**src/rtl/debounce_pkg.sv**
```systemverilog
// Shared types and defaults for the button debouncer.
// Latency: n/a (package only).
// Backpressure: n/a; no flow control anywhere in this block.
package debounce_pkg;

   typedef enum logic [2:0] {
      IDLE,
      PRESS_PEND,
      PRESSED,
      LONG_HELD,
      RELEASE_PEND
   } db_state_t;

   localparam int CLK_HZ              = 100_000_000;
   localparam int DEBOUNCE_CYCLES_DEF = CLK_HZ / 100;   // 10 ms
   localparam int LONG_CYCLES_DEF     = CLK_HZ;         // 1 s

   // Counter width for a count of n cycles; never narrower than one bit.
   function automatic int cnt_width(input int n);
      return (n < 2) ? 1 : $clog2(n);
   endfunction

endpackage

```
**src/rtl/debounce_channel.sv**
```systemverilog
// One button channel: 2-flop synchroniser, debounce FSM, hold counter.
// Latency: press/release visible DEBOUNCE_CYCLES+1 edges after first raw sample.
// Backpressure: none; pulses are fire-and-forget, one cycle wide.
//
// Ports: clk, rst (async, active high), btn (raw input), level (debounced),
//        press_pulse / release_pulse / long_pulse (single-cycle events).
module debounce_channel
   import debounce_pkg::*;
#(
   parameter int DEBOUNCE_CYCLES = DEBOUNCE_CYCLES_DEF,
   parameter int LONG_CYCLES     = LONG_CYCLES_DEF
) (
   input  logic clk,
   input  logic rst,
   input  logic btn,
   output logic level,
   output logic press_pulse,
   output logic release_pulse,
   output logic long_pulse
);

   localparam int DW = cnt_width(DEBOUNCE_CYCLES);
   localparam int HW = cnt_width(LONG_CYCLES);
   localparam logic [DW-1:0] D_LAST = DW'(DEBOUNCE_CYCLES - 1);
   localparam logic [HW-1:0] H_LAST = HW'(LONG_CYCLES - 1);
   localparam logic [DW-1:0] D_ONE  = DW'(1);

   logic          s1, s2;
   db_state_t     state;
   logic [DW-1:0] dcnt;
   logic [HW-1:0] hcnt;
   // Long pulse already issued for this press; also selects where an
   // aborted release returns to.
   logic          held_long;

   // Hold timer runs in every level-1 state until the long pulse fires.
   logic hold_fire;
   assign hold_fire = !held_long && (hcnt == H_LAST);

   always_ff @(posedge clk or posedge rst) begin
      if (rst) begin
         s1            <= 1'b0;
         s2            <= 1'b0;
         state         <= IDLE;
         dcnt          <= '0;
         hcnt          <= '0;
         held_long     <= 1'b0;
         level         <= 1'b0;
         press_pulse   <= 1'b0;
         release_pulse <= 1'b0;
         long_pulse    <= 1'b0;
      end else begin
         s1            <= btn;
         s2            <= s1;
         press_pulse   <= 1'b0;
         release_pulse <= 1'b0;
         long_pulse    <= 1'b0;

         case (state)
            IDLE: begin
               if (s2) begin
                  state <= PRESS_PEND;
                  dcnt  <= D_ONE;
               end
            end

            PRESS_PEND: begin
               if (!s2) begin
                  state <= IDLE;
                  dcnt  <= '0;
               end else if (dcnt == D_LAST) begin
                  state       <= PRESSED;
                  level       <= 1'b1;
                  press_pulse <= 1'b1;
                  dcnt        <= '0;
                  hcnt        <= '0;
                  held_long   <= 1'b0;
               end else begin
                  dcnt <= dcnt + 1'b1;
               end
            end

            PRESSED: begin
               if (!s2) begin
                  state <= RELEASE_PEND;
                  dcnt  <= D_ONE;
               end else if (hold_fire) begin
                  state <= LONG_HELD;
               end
               if (hold_fire) begin
                  long_pulse <= 1'b1;
                  held_long  <= 1'b1;
               end else begin
                  hcnt <= hcnt + 1'b1;
               end
            end

            LONG_HELD: begin
               if (!s2) begin
                  state <= RELEASE_PEND;
                  dcnt  <= D_ONE;
               end
            end

            RELEASE_PEND: begin
               if (!s2 && dcnt == D_LAST) begin
                  // Release wins over a coincident long expiry so the
                  // pulses stay mutually exclusive.
                  state         <= IDLE;
                  level         <= 1'b0;
                  release_pulse <= 1'b1;
                  dcnt          <= '0;
                  hcnt          <= '0;
                  held_long     <= 1'b0;
               end else begin
                  if (s2) begin
                     state <= (held_long || hold_fire) ? LONG_HELD : PRESSED;
                     dcnt  <= '0;
                  end else begin
                     dcnt <= dcnt + 1'b1;
                  end
                  // Level is still 1 here, so the hold timer keeps running.
                  if (hold_fire) begin
                     long_pulse <= 1'b1;
                     held_long  <= 1'b1;
                  end else if (!held_long) begin
                     hcnt <= hcnt + 1'b1;
                  end
               end
            end

            default: state <= IDLE;
         endcase
      end
   end

endmodule

```
**src/rtl/button_debounce.sv**
```systemverilog
// N independent debounced button channels.
// Latency: DEBOUNCE_CYCLES+1 edges from first raw sample to level/press/release.
// Backpressure: none; outputs are levels and single-cycle pulses.
//
// Ports: clk, rst (async, active high), btn_in[N] raw inputs (1 = pressed),
//        btn_level, btn_press, btn_release, btn_long (all N wide, registered).
module button_debounce
   import debounce_pkg::*;
#(
   parameter int N               = 4,
   parameter int DEBOUNCE_CYCLES = DEBOUNCE_CYCLES_DEF,
   parameter int LONG_CYCLES     = LONG_CYCLES_DEF
) (
   input  logic         clk,
   input  logic         rst,
   input  logic [N-1:0] btn_in,
   output logic [N-1:0] btn_level,
   output logic [N-1:0] btn_press,
   output logic [N-1:0] btn_release,
   output logic [N-1:0] btn_long
);

   for (genvar i = 0; i < N; i++) begin : g_ch
      debounce_channel #(
         .DEBOUNCE_CYCLES (DEBOUNCE_CYCLES),
         .LONG_CYCLES     (LONG_CYCLES)
      ) u_ch (
         .clk           (clk),
         .rst           (rst),
         .btn           (btn_in[i]),
         .level         (btn_level[i]),
         .press_pulse   (btn_press[i]),
         .release_pulse (btn_release[i]),
         .long_pulse    (btn_long[i])
      );
   end

endmodule

```
**config.mk**
```make
export PLATFORM = sky130hd
export DESIGN_NAME = button_debounce
export DESIGN_NICKNAME = d
export VERILOG_FILES = /design/src/rtl/debounce_pkg.sv /design/src/rtl/debounce_channel.sv /design/src/rtl/button_debounce.sv
export SDC_FILE = /design/constraint.sdc
export NUM_CORES = 1
export LEC_CHECK = 0
export BUFFER_PORTS_ARGS = -buffer_cell sky130_fd_sc_hd__buf_2
export CORE_UTILIZATION = 60
export DETAILED_ROUTE_END_ITERATION = 8
export PLACE_DENSITY = 0.77
export SLEW_MARGIN = 20
export SYNTH_ARGS = -nofsm -noshare
export SYNTH_HDL_FRONTEND = slang
export SYNTH_SLANG_ARGS = --single-unit
```
**constraint.sdc**
```tcl
create_clock -name clk -period 18.9 [get_ports clk]
set_input_delay 5.67 -clock clk [delete_from_list [all_inputs] [get_ports clk]]
set_output_delay 5.67 -clock clk [all_outputs]
set_load 0.05 [all_outputs]
```
==> results of run 1 <==
[layer usage]
metal | routed length [um] | track usage (%) | part of all wire (%)
met1 | 12930 | 36.10 | 47
met2 | 13000 | 41.53 | 47
met3 | 1062 | 3.049 | 3.9
met4 | 467 | 6.566 | 1.7
met5 | 0 | 0 | 0
[final cells by class]
type	instances	area, um^2
fillers	1705	7166
multi-input cells	1117	6832
repair buffers	31	191.4
clock buffers	43	805.8
flip-flops and latches	228	5705
inverters	33	131.4
well taps	275	344.1
clock inverters	4	45.04
[power breakdown]
part | total, uW | leakage, uW | internal, uW | switching (uW)
clock | 495 | 0.000420 | 302 | 193
combinational | 29.7 | 0.00222 | 8.02 | 21.6
sequential | 498 | 0.00315 | 492 | 6.56
total | 1020 | 0.00579 | 802 | 222
[worst max path at each step]
stage,start,endpoint,slack [ns],cells after the start
2_1_floorplan,rst,g_ch[0].u_ch.dcnt[0]$_DFFE_PP0P_,6.98,1
3_3_place_gp,rst,g_ch[0].u_ch.dcnt[2]$_DFFE_PP0P_,10.85,4
3_5_place_dp,rst,g_ch[0].u_ch.dcnt[2]$_DFFE_PP0P_,10.78,4
4_1_cts,rst,g_ch[0].u_ch.dcnt[3]$_DFFE_PP0P_,11.33,4
5_1_grt,rst,g_ch[1].u_ch.level$_DFFE_PP0P_,11.06,4
6_report,rst,g_ch[0].u_ch.long_pulse$_DFF_PP0_,11.47,4
[sequential cells by signal, indices dropped and copies added (netlist names)]
signal                   flops
g_ch.u_ch.press_pulse        4
g_ch.u_ch.held_long          4
g_ch.u_ch.level              4
g_ch.u_ch.s2                 4
g_ch.u_ch.dcnt              80
g_ch.u_ch.s1                 4
g_ch.u_ch.release_pulse      4
g_ch.u_ch.long_pulse         4
g_ch.u_ch.state             12
g_ch.u_ch.hcnt             108
[per-stage QoR]
| stage | hold WS, ns | cell area (um^2) | setup slack (ns) | cells | utilization, % |
|---|---|---|---|---|---|
| floorplan | 0.3312 | 13100 | 6.982 | 1465 | - |
| global placement | 0.3351 | 13170 | 10.85 | 1682 | 62.06 |
| detailed placement | 0.3347 | 13180 | 10.78 | 1683 | 62.11 |
| CTS | 0.3472 | 14030 | 11.33 | 1730 | 66.12 |
| global route | 0.3564 | 14050 | 11.06 | 1731 | 66.23 |
| finish | 0.3465 | 14050 | 11.47 | 1731 | 66.23 |
[cell usage in the layout (no fill, tap or decap), types with 7 or more instances in the layout]
cell                        Yosys  routed
sky130_fd_sc_hd__o21ai_0       70      70
sky130_fd_sc_hd__nor3_1        44      44
sky130_fd_sc_hd__nor4_1         9       9
sky130_fd_sc_hd__nand3_1       71      71
sky130_fd_sc_hd__dfrtp_1      228     228
sky130_fd_sc_hd__and2_1        20      20
sky130_fd_sc_hd__nor2b_1       12      12
sky130_fd_sc_hd__nor2_1       165     165
sky130_fd_sc_hd__or3_1         13      13
sky130_fd_sc_hd__and4_1        14      14
sky130_fd_sc_hd__nand4_1       42      42
sky130_fd_sc_hd__o31ai_1       54      54
sky130_fd_sc_hd__inv_1         32      31
sky130_fd_sc_hd__o41ai_1       12      11
sky130_fd_sc_hd__buf_4         19       8
sky130_fd_sc_hd__clkbuf_16      0      27
sky130_fd_sc_hd__a21oi_1       73      73
sky130_fd_sc_hd__or2_2         10      11
sky130_fd_sc_hd__or4_1         12      12
sky130_fd_sc_hd__ha_1           8       8
sky130_fd_sc_hd__clkbuf_1      51       9
sky130_fd_sc_hd__nand2b_1      17      17
sky130_fd_sc_hd__buf_2          9      21
sky130_fd_sc_hd__and3_1        46      46
sky130_fd_sc_hd__a31oi_1       63      63
sky130_fd_sc_hd__xnor2_1       27      27
sky130_fd_sc_hd__clkbuf_8       0       7
sky130_fd_sc_hd__o21a_1        13      13
sky130_fd_sc_hd__xor2_1        27      27
sky130_fd_sc_hd__o31ai_2       15      14
sky130_fd_sc_hd__o21ai_1       30      29
sky130_fd_sc_hd__nand2_1      124     124
sky130_fd_sc_hd__nor4b_1        9       9
[logic make-up after synthesis]
| logic type | Yosys count | share of synthesized area (%) |
|---|---|---|
| and+or+nand+nor | 653 | 26.49 |
| AOI/OAI and AO/OA | 400 | 20.90 |
| DFF | 228 | 43.55 |
| buffers and inverters | 120 | 4.527 |
| xor gates and xnor gates | 54 | 3.610 |
| adders and majority gates | 8 | 0.7640 |
| muxes | 2 | 0.1624 |
==> results.tsv, run 1 <==
metric	value	unit
critical_path.max_fanout	86	
max_cap_violations	0	
cts_num_sinks	228	
worst_ep_arrival_time	7.96	ns
crit_chain	buf_2 -> inv_8 -> buf_4 -> buf_4	
timing_max_transition_violations_final	0	
power_leakage	0.005788	uW
starting_density_of_the_core	61.74	%
synth.lib_cells_used.distinct	85	
grt_residual_overflow	0	
ir_worst_vdd	0.00007205	V
number_of_nets_in_the_final_layout	1451	
finalWirelength	27.46	mm
tritoncts.num_buffers	26	
timing.hold.worst.class	reg -> reg	
run_status	completed	
postSynthNetCount	1479	
final.setup_skew	0.01300	ns
clock.fmax	134.6	MHz
cp_num_buf_inv	4	
via_count	10990	
worst-r2r-cell-count	7	
finalHoldViolations	0	
dieArea	0.02243	mm^2
maxSlewHeadroom	31.80	%
setup-violations-final	0	
required_time_of_the_worst_setup_path	19.43	ns
fp.dieW	149.8	um
post-synth-top-area-cell	sky130_fd_sc_hd__dfrtp_1	
number_of_remaining_drc_errors	0	
fin_total_pwr	1023	uW
worst_hold_startpoint	g_ch[0].u_ch.s1$_DFF_PP0_	
antenna_left	0	
postSynthRegisterBits	228	
gp_routability_congestion	0.8304	
via_count_of_the_first_global_routing_pass	10340	
clk_path_buf_depth	3	
critical_path_s_slowest_cell	sky130_fd_sc_hd__buf_4	
power_per_cell_area	72.81	mW/mm^2
groute.usage.overall	25.49	%
rsz_0062_raised_after_global_routing	no	
worst_hold_end	g_ch[0].u_ch.s2$_DFF_PP0_	
detailedPlacementHpwl	17.69	mm
worst_path_largest_cell_delay	0.82	ns
rows	53	
finalCritPeriodShare	39.32	%
die_y	149.8	um
ctsResizeCount	0	
firstDrtPassIters	5	
totalNegativeSetupSlack	0	ns
final_layout_size_suffix_gt1_share	8.791	%
reg2reg_slack	15.28	ns
period_needed	7.431	ns
postCtsSetupBuffers	0	
first_pass_grt_wire_length	48.27	mm
io_pins	22	
seq_area_frac_synth	43.55	%
fp.coreArea	0.02122	mm^2
netlist_top_cells_count	228 x sky130_fd_sc_hd__dfrtp_1, 165 x sky130_fd_sc_hd__nor2_1, 124 x sky130_fd_sc_hd__nand2_1, 73 x sky130_fd_sc_hd__a21oi_1, 71 x sky130_fd_sc_hd__nand3_1	
synth.cell_area	0.01310	mm^2
postSynthAreaPerCell	8.943	um^2
number_of_levels_in_the_clock_h_tree	1	
initial_antenna_violation_count	0	
cts_tree	built	
postSynth.topFlopCell	sky130_fd_sc_hd__dfrtp_1	
synthCells	1465	
grt_max_degree	87	
timing.critical_path.mode_cell	sky130_fd_sc_hd__buf_4	
worst_r2r_startpoint	g_ch[3].u_ch.dcnt[0]$_DFFE_PP0P_	
wl_per_cell	15.86	um
synth_top_area_share	43.55	%
asyncSetResetFlopFracSynth	100.0	%
critical_path.top_delay_family	buffers and inverters	
synth-edff-count	0	
num_antenna_cells	0	
cts.root.buffer_cell	sky130_fd_sc_hd__clkbuf_16	
synth.area.top_cells	sky130_fd_sc_hd__dfrtp_1 44%, sky130_fd_sc_hd__nor2_1 4.7%, sky130_fd_sc_hd__nand2_1 3.6%, sky130_fd_sc_hd__o31ai_1 3.1%, sky130_fd_sc_hd__a31oi_1 3.0%	
hold_bufs_at_cts	0	
worst_skew_pair.late_latency	0.53	ns
placement.io_buffers	21	
holdPathStages	0	
tightest_slew	1.023	ns
dominant_cell_by_count_in_the_synthesized_netlist	sky130_fd_sc_hd__dfrtp_1	
area_growth	7.277	%
worstReg2RegEnd	g_ch[3].u_ch.hcnt[15]$_DFFE_PP0P_	
kind_of_capture_point_of_the_worst_setup_path	asynchronous set/reset pin	
detailedRoute.firstIterationViolations	797	
timing.setup.critical_path_class	in -> async	
viasPerCell	6.348	
path_clk_slew	0.05	ns
worst_setup_path_start_kind	primary input	
ys_warn_count	0	
(Power assumes the default switching activity.)
==> run 2, diff against run 1 <==
ABC_AREA = 1   (was unset)
CORE_UTILIZATION = 58   (was 60)
clock period = 6.75 ns   (was 18.9 ns; I/O delays follow)
==> results.tsv, run 2 <==
metric	value	unit	change
largest_reg_flops	108		unchanged
synth-edff-count	0		unchanged
path_clk_slew	0.06	ns	about the same
critical_path_s_slowest_cell	sky130_fd_sc_hd__dfrtp_1		
worst_ep_arrival_time	1.16	ns	-6.80 ns
rows	60		+13%
postSynthAreaPerCell	6.474	um^2	-28%
layout.filler_cells	2512		+47%
tritoncts.num_buffers	27		+3.8%
seq_area_frac_synth	35.51	%	-8.0 points
period_needed	3.180	ns	
io_pins	22		unchanged
gp_routability_congestion	0.9354		+13%
firstDrtPassIters	6		+1
ctsResizeCount	0		unchanged
via_count_of_the_first_global_routing_pass	14260		+38%
grt_max_degree	126		+45%
crit_chain	buf_2		
cp_num_buf_inv	1		-3
finalCritPeriodShare	47.12	%	
starting_density_of_the_core	59.29	%	-2.5 points
reg2reg_slack	3.69	ns	-11.59 ns
antenna_left	0		unchanged
dieArea	0.02837	mm^2	+26%
ys_warn_count	0		unchanged
final_layout_size_suffix_gt1_share	7.504	%	-1.3 points
dpl_cell_area	0.01626	mm^2	+23%
biggestRegsByFlops	g_ch.u_ch.hcnt: 108 flops, g_ch.u_ch.dcnt: 80 flops, g_ch.u_ch.state: 12 flops		
cts.root.buffer_cell	sky130_fd_sc_hd__clkbuf_16		
number_of_levels_in_the_clock_h_tree	1		unchanged
wl_per_cell	12.93	um	-19%
busiest_layer	met2		
max_cap_violations	0		unchanged
asyncSetResetFlopFracSynth	100.0	%	unchanged
postCtsSetupBuffers	0		unchanged
post-route-cell-area	0.01717	mm^2	+22%
first_pass_grt_wire_length	64.30	mm	+33%
synth.lib_cells_used.distinct	50		-41%
worst-r2r-cell-count	9		+2
run_status	completed		
groute.layer.met1.usage	36.25	%	+0.15 points
fp.coreArea	0.02710	mm^2	+28%
netlist_top_cells_count	925 x sky130_fd_sc_hd__nand2_1, 355 x sky130_fd_sc_hd__nor2_1, 228 x sky130_fd_sc_hd__dfrtp_1, 224 x sky130_fd_sc_hd__inv_1, 211 x sky130_fd_sc_hd__nand3_1		
critical_path.top_delay_family	flip-flops		
timing.hold.worst.class	reg -> reg		
grt_residual_overflow	0		unchanged
post-synth-top-area-cell	sky130_fd_sc_hd__dfrtp_1		
kind_of_capture_point_of_the_worst_setup_path	output port		
power_per_cell_area	253.1	mW/mm^2	+250%
post-place-cells	2815		+67%
viasPerCell	5.334		-16%
layoutNonFillerInstCount	2864		+65%
synth_top_area_share	35.51	%	-8.0 points
most-common-layout-cells	925 x sky130_fd_sc_hd__nand2_1, 355 x sky130_fd_sc_hd__nor2_1, 228 x sky130_fd_sc_hd__dfrtp_1, 223 x sky130_fd_sc_hd__inv_1, 211 x sky130_fd_sc_hd__nand3_1		
setup-violations-final	0		unchanged
dominant_cell_by_count_in_the_synthesized_netlist	sky130_fd_sc_hd__nand2_1		
die_y	168.4	um	+12%
postSynthRegisterBits	228		unchanged
final.setup_skew	0.008909	ns	-0.004093 ns
postSynthNetCount	2496		+69%
synthCells	2482		+69%
synth.area.top_cells	sky130_fd_sc_hd__dfrtp_1 36%, sky130_fd_sc_hd__nand2_1 22%, sky130_fd_sc_hd__nor2_1 8.3%, sky130_fd_sc_hd__nand3_1 6.6%, sky130_fd_sc_hd__inv_1 5.2%		
power_leakage	0.008083	uW	+40%
groute.usage.overall	26.54	%	+1.0 points
worst_skew_pair.late_latency	0.53	ns	about the same
worstSetupStartpoint	g_ch[1].u_ch.long_pulse$_DFF_PP0_		
clock.fmax	314.4	MHz	
synth.cell_area	0.01607	mm^2	+23%
via_count	15280		+39%
grtUsageMet3	2.844	%	-0.20 points
detailedRoute.firstIterationViolations	1169		+47%
registers.top_by_ff_count	g_ch.u_ch.hcnt		
required_time_of_the_worst_setup_path	4.72	ns	-14.71 ns
clk_path_buf_depth	3		unchanged
timing.setup.critical_path_class	reg -> out		
cp-endpoint	btn_long[1]		
worst_path_largest_cell_delay	0.36	ns	-0.46 ns
postSynth.topFlopCell	sky130_fd_sc_hd__dfrtp_1		
num_antenna_cells	0		unchanged
cts_num_sinks	228		unchanged
critical_path.max_fanout	1		-99%
maxSlewHeadroom	32.15	%	+0.35 points
worstReg2RegEnd	g_ch[0].u_ch.hcnt[9]$_DFFE_PP0P_		
tightest_slew	1.015	ns	-0.008305 ns
detailedPlacementHpwl	25.76	mm	+46%
number_of_remaining_drc_errors	0		unchanged
finalHoldViolations	0		unchanged
cts_tree	built		
finalWirelength	37.03	mm	+35%
worst_setup_path_start_kind	register		
initial_antenna_violation_count	0		unchanged
layout_commonest_cell	sky130_fd_sc_hd__nand2_1		
grt_use_met2	45.34	%	+3.8 points
totalNegativeSetupSlack	0	ns	unchanged
path_depth	1		-3
number_of_nets_in_the_final_layout	2487		+71%
worst_r2r_startpoint	g_ch[0].u_ch.dcnt[10]$_DFFE_PP0P_		
area_growth	6.853	%	
placement.io_buffers	21		unchanged
rsz_0062_raised_after_global_routing	no		
timing_max_transition_violations_final	0		unchanged
hold_bufs_at_cts	0		unchanged
ir_worst_vdd	0.0002881	V	+300%
fp.dieW	168.4	um	+12%
[run 2: cell types whose count changed after synthesis, moves of 34 or more]
cell,before,now
sky130_fd_sc_hd__o31ai_1,54,0
sky130_fd_sc_hd__a31oi_1,63,2
sky130_fd_sc_hd__nand4_1,42,76
sky130_fd_sc_hd__nor2_1,165,355
sky130_fd_sc_hd__nand2_1,124,925
sky130_fd_sc_hd__and3_1,46,1
sky130_fd_sc_hd__nand2_2,0,55
sky130_fd_sc_hd__nand3_1,71,211
sky130_fd_sc_hd__inv_1,32,224
sky130_fd_sc_hd__clkbuf_1,51,13
[run 2: how the worst min path moves through the flow]
stage / start / to / slack, ns / cells after the start
2_1_floorplan: g_ch[0].u_ch.s1$_DFF_PP0_ / g_ch[0].u_ch.s2$_DFF_PP0_ / 0.33 / 0
3_3_place_gp: g_ch[0].u_ch.s1$_DFF_PP0_ / g_ch[0].u_ch.s2$_DFF_PP0_ / 0.33 / 0
3_5_place_dp: g_ch[0].u_ch.s1$_DFF_PP0_ / g_ch[0].u_ch.s2$_DFF_PP0_ / 0.34 / 0
4_1_cts: g_ch[0].u_ch.s1$_DFF_PP0_ / g_ch[0].u_ch.s2$_DFF_PP0_ / 0.35 / 0
5_1_grt: g_ch[0].u_ch.s1$_DFF_PP0_ / g_ch[0].u_ch.s2$_DFF_PP0_ / 0.36 / 0
6_report: g_ch[0].u_ch.s1$_DFF_PP0_ / g_ch[0].u_ch.s2$_DFF_PP0_ / 0.35 / 0
[run 2: through the flow]
| step | power (uW) | setup WS (ns) | utilization, % | hold slack, ns |
|---|---|---|---|---|
| global route | 4600 | 3.385 | 63.35 | 0.3551 |
| finish | 4345 | 3.570 | 63.35 | 0.3490 |
| global placement | 2840 | 3.187 | 60.00 | 0.3321 |
| floorplan | 2658 | 1.745 | - | 0.3312 |
| detailed placement | 2867 | 3.154 | 60.00 | 0.3403 |
| CTS | 4362 | 3.537 | 63.31 | 0.3530 |
[run 2: where the power goes]
part	internal, uW	total (uW)	switching [uW]
Clock	906	1480	578
Combinational	312	1300	993
Sequential	1450	1560	106
Total	2670	4350	1680
[run 2: kinds of logic (layout without fill, tap and decap cells)]
logic type               count (synthesis)  count (layout)  share of synthesized area (%)
AND/OR/NAND/NOR                       1736            1736                          46.99
flip-flops                             228             228                          35.51
AO/OA/AOI/OAI                          131             131                          4.618
buffers and inverters                  310             320                          8.503
XOR/XNOR                                69              69                          3.761
adder cells (fa/ha/maj)                  8               8                         0.6230
[run 2: routing by layer]
layer  share of wire [%]  vias to the layer above
met4                 1.4                        0
met1                  48                     7025
met5                   0                        -
li1                    -                     7835
met3                 4.7                       41
met2                  46                      377
[run 2: area by class of cell]
type,instances,area [um^2],share of cell area (%)
repair buffers,29,181.4,1.057
flip-flops and latches,228,5705,33.23
well taps,372,465.4,2.711
multi-input cells,1944,9002,52.43
clock buffers,34,721.9,4.205
clock inverters,14,176.4,1.028
inverters,243,915.9,5.334
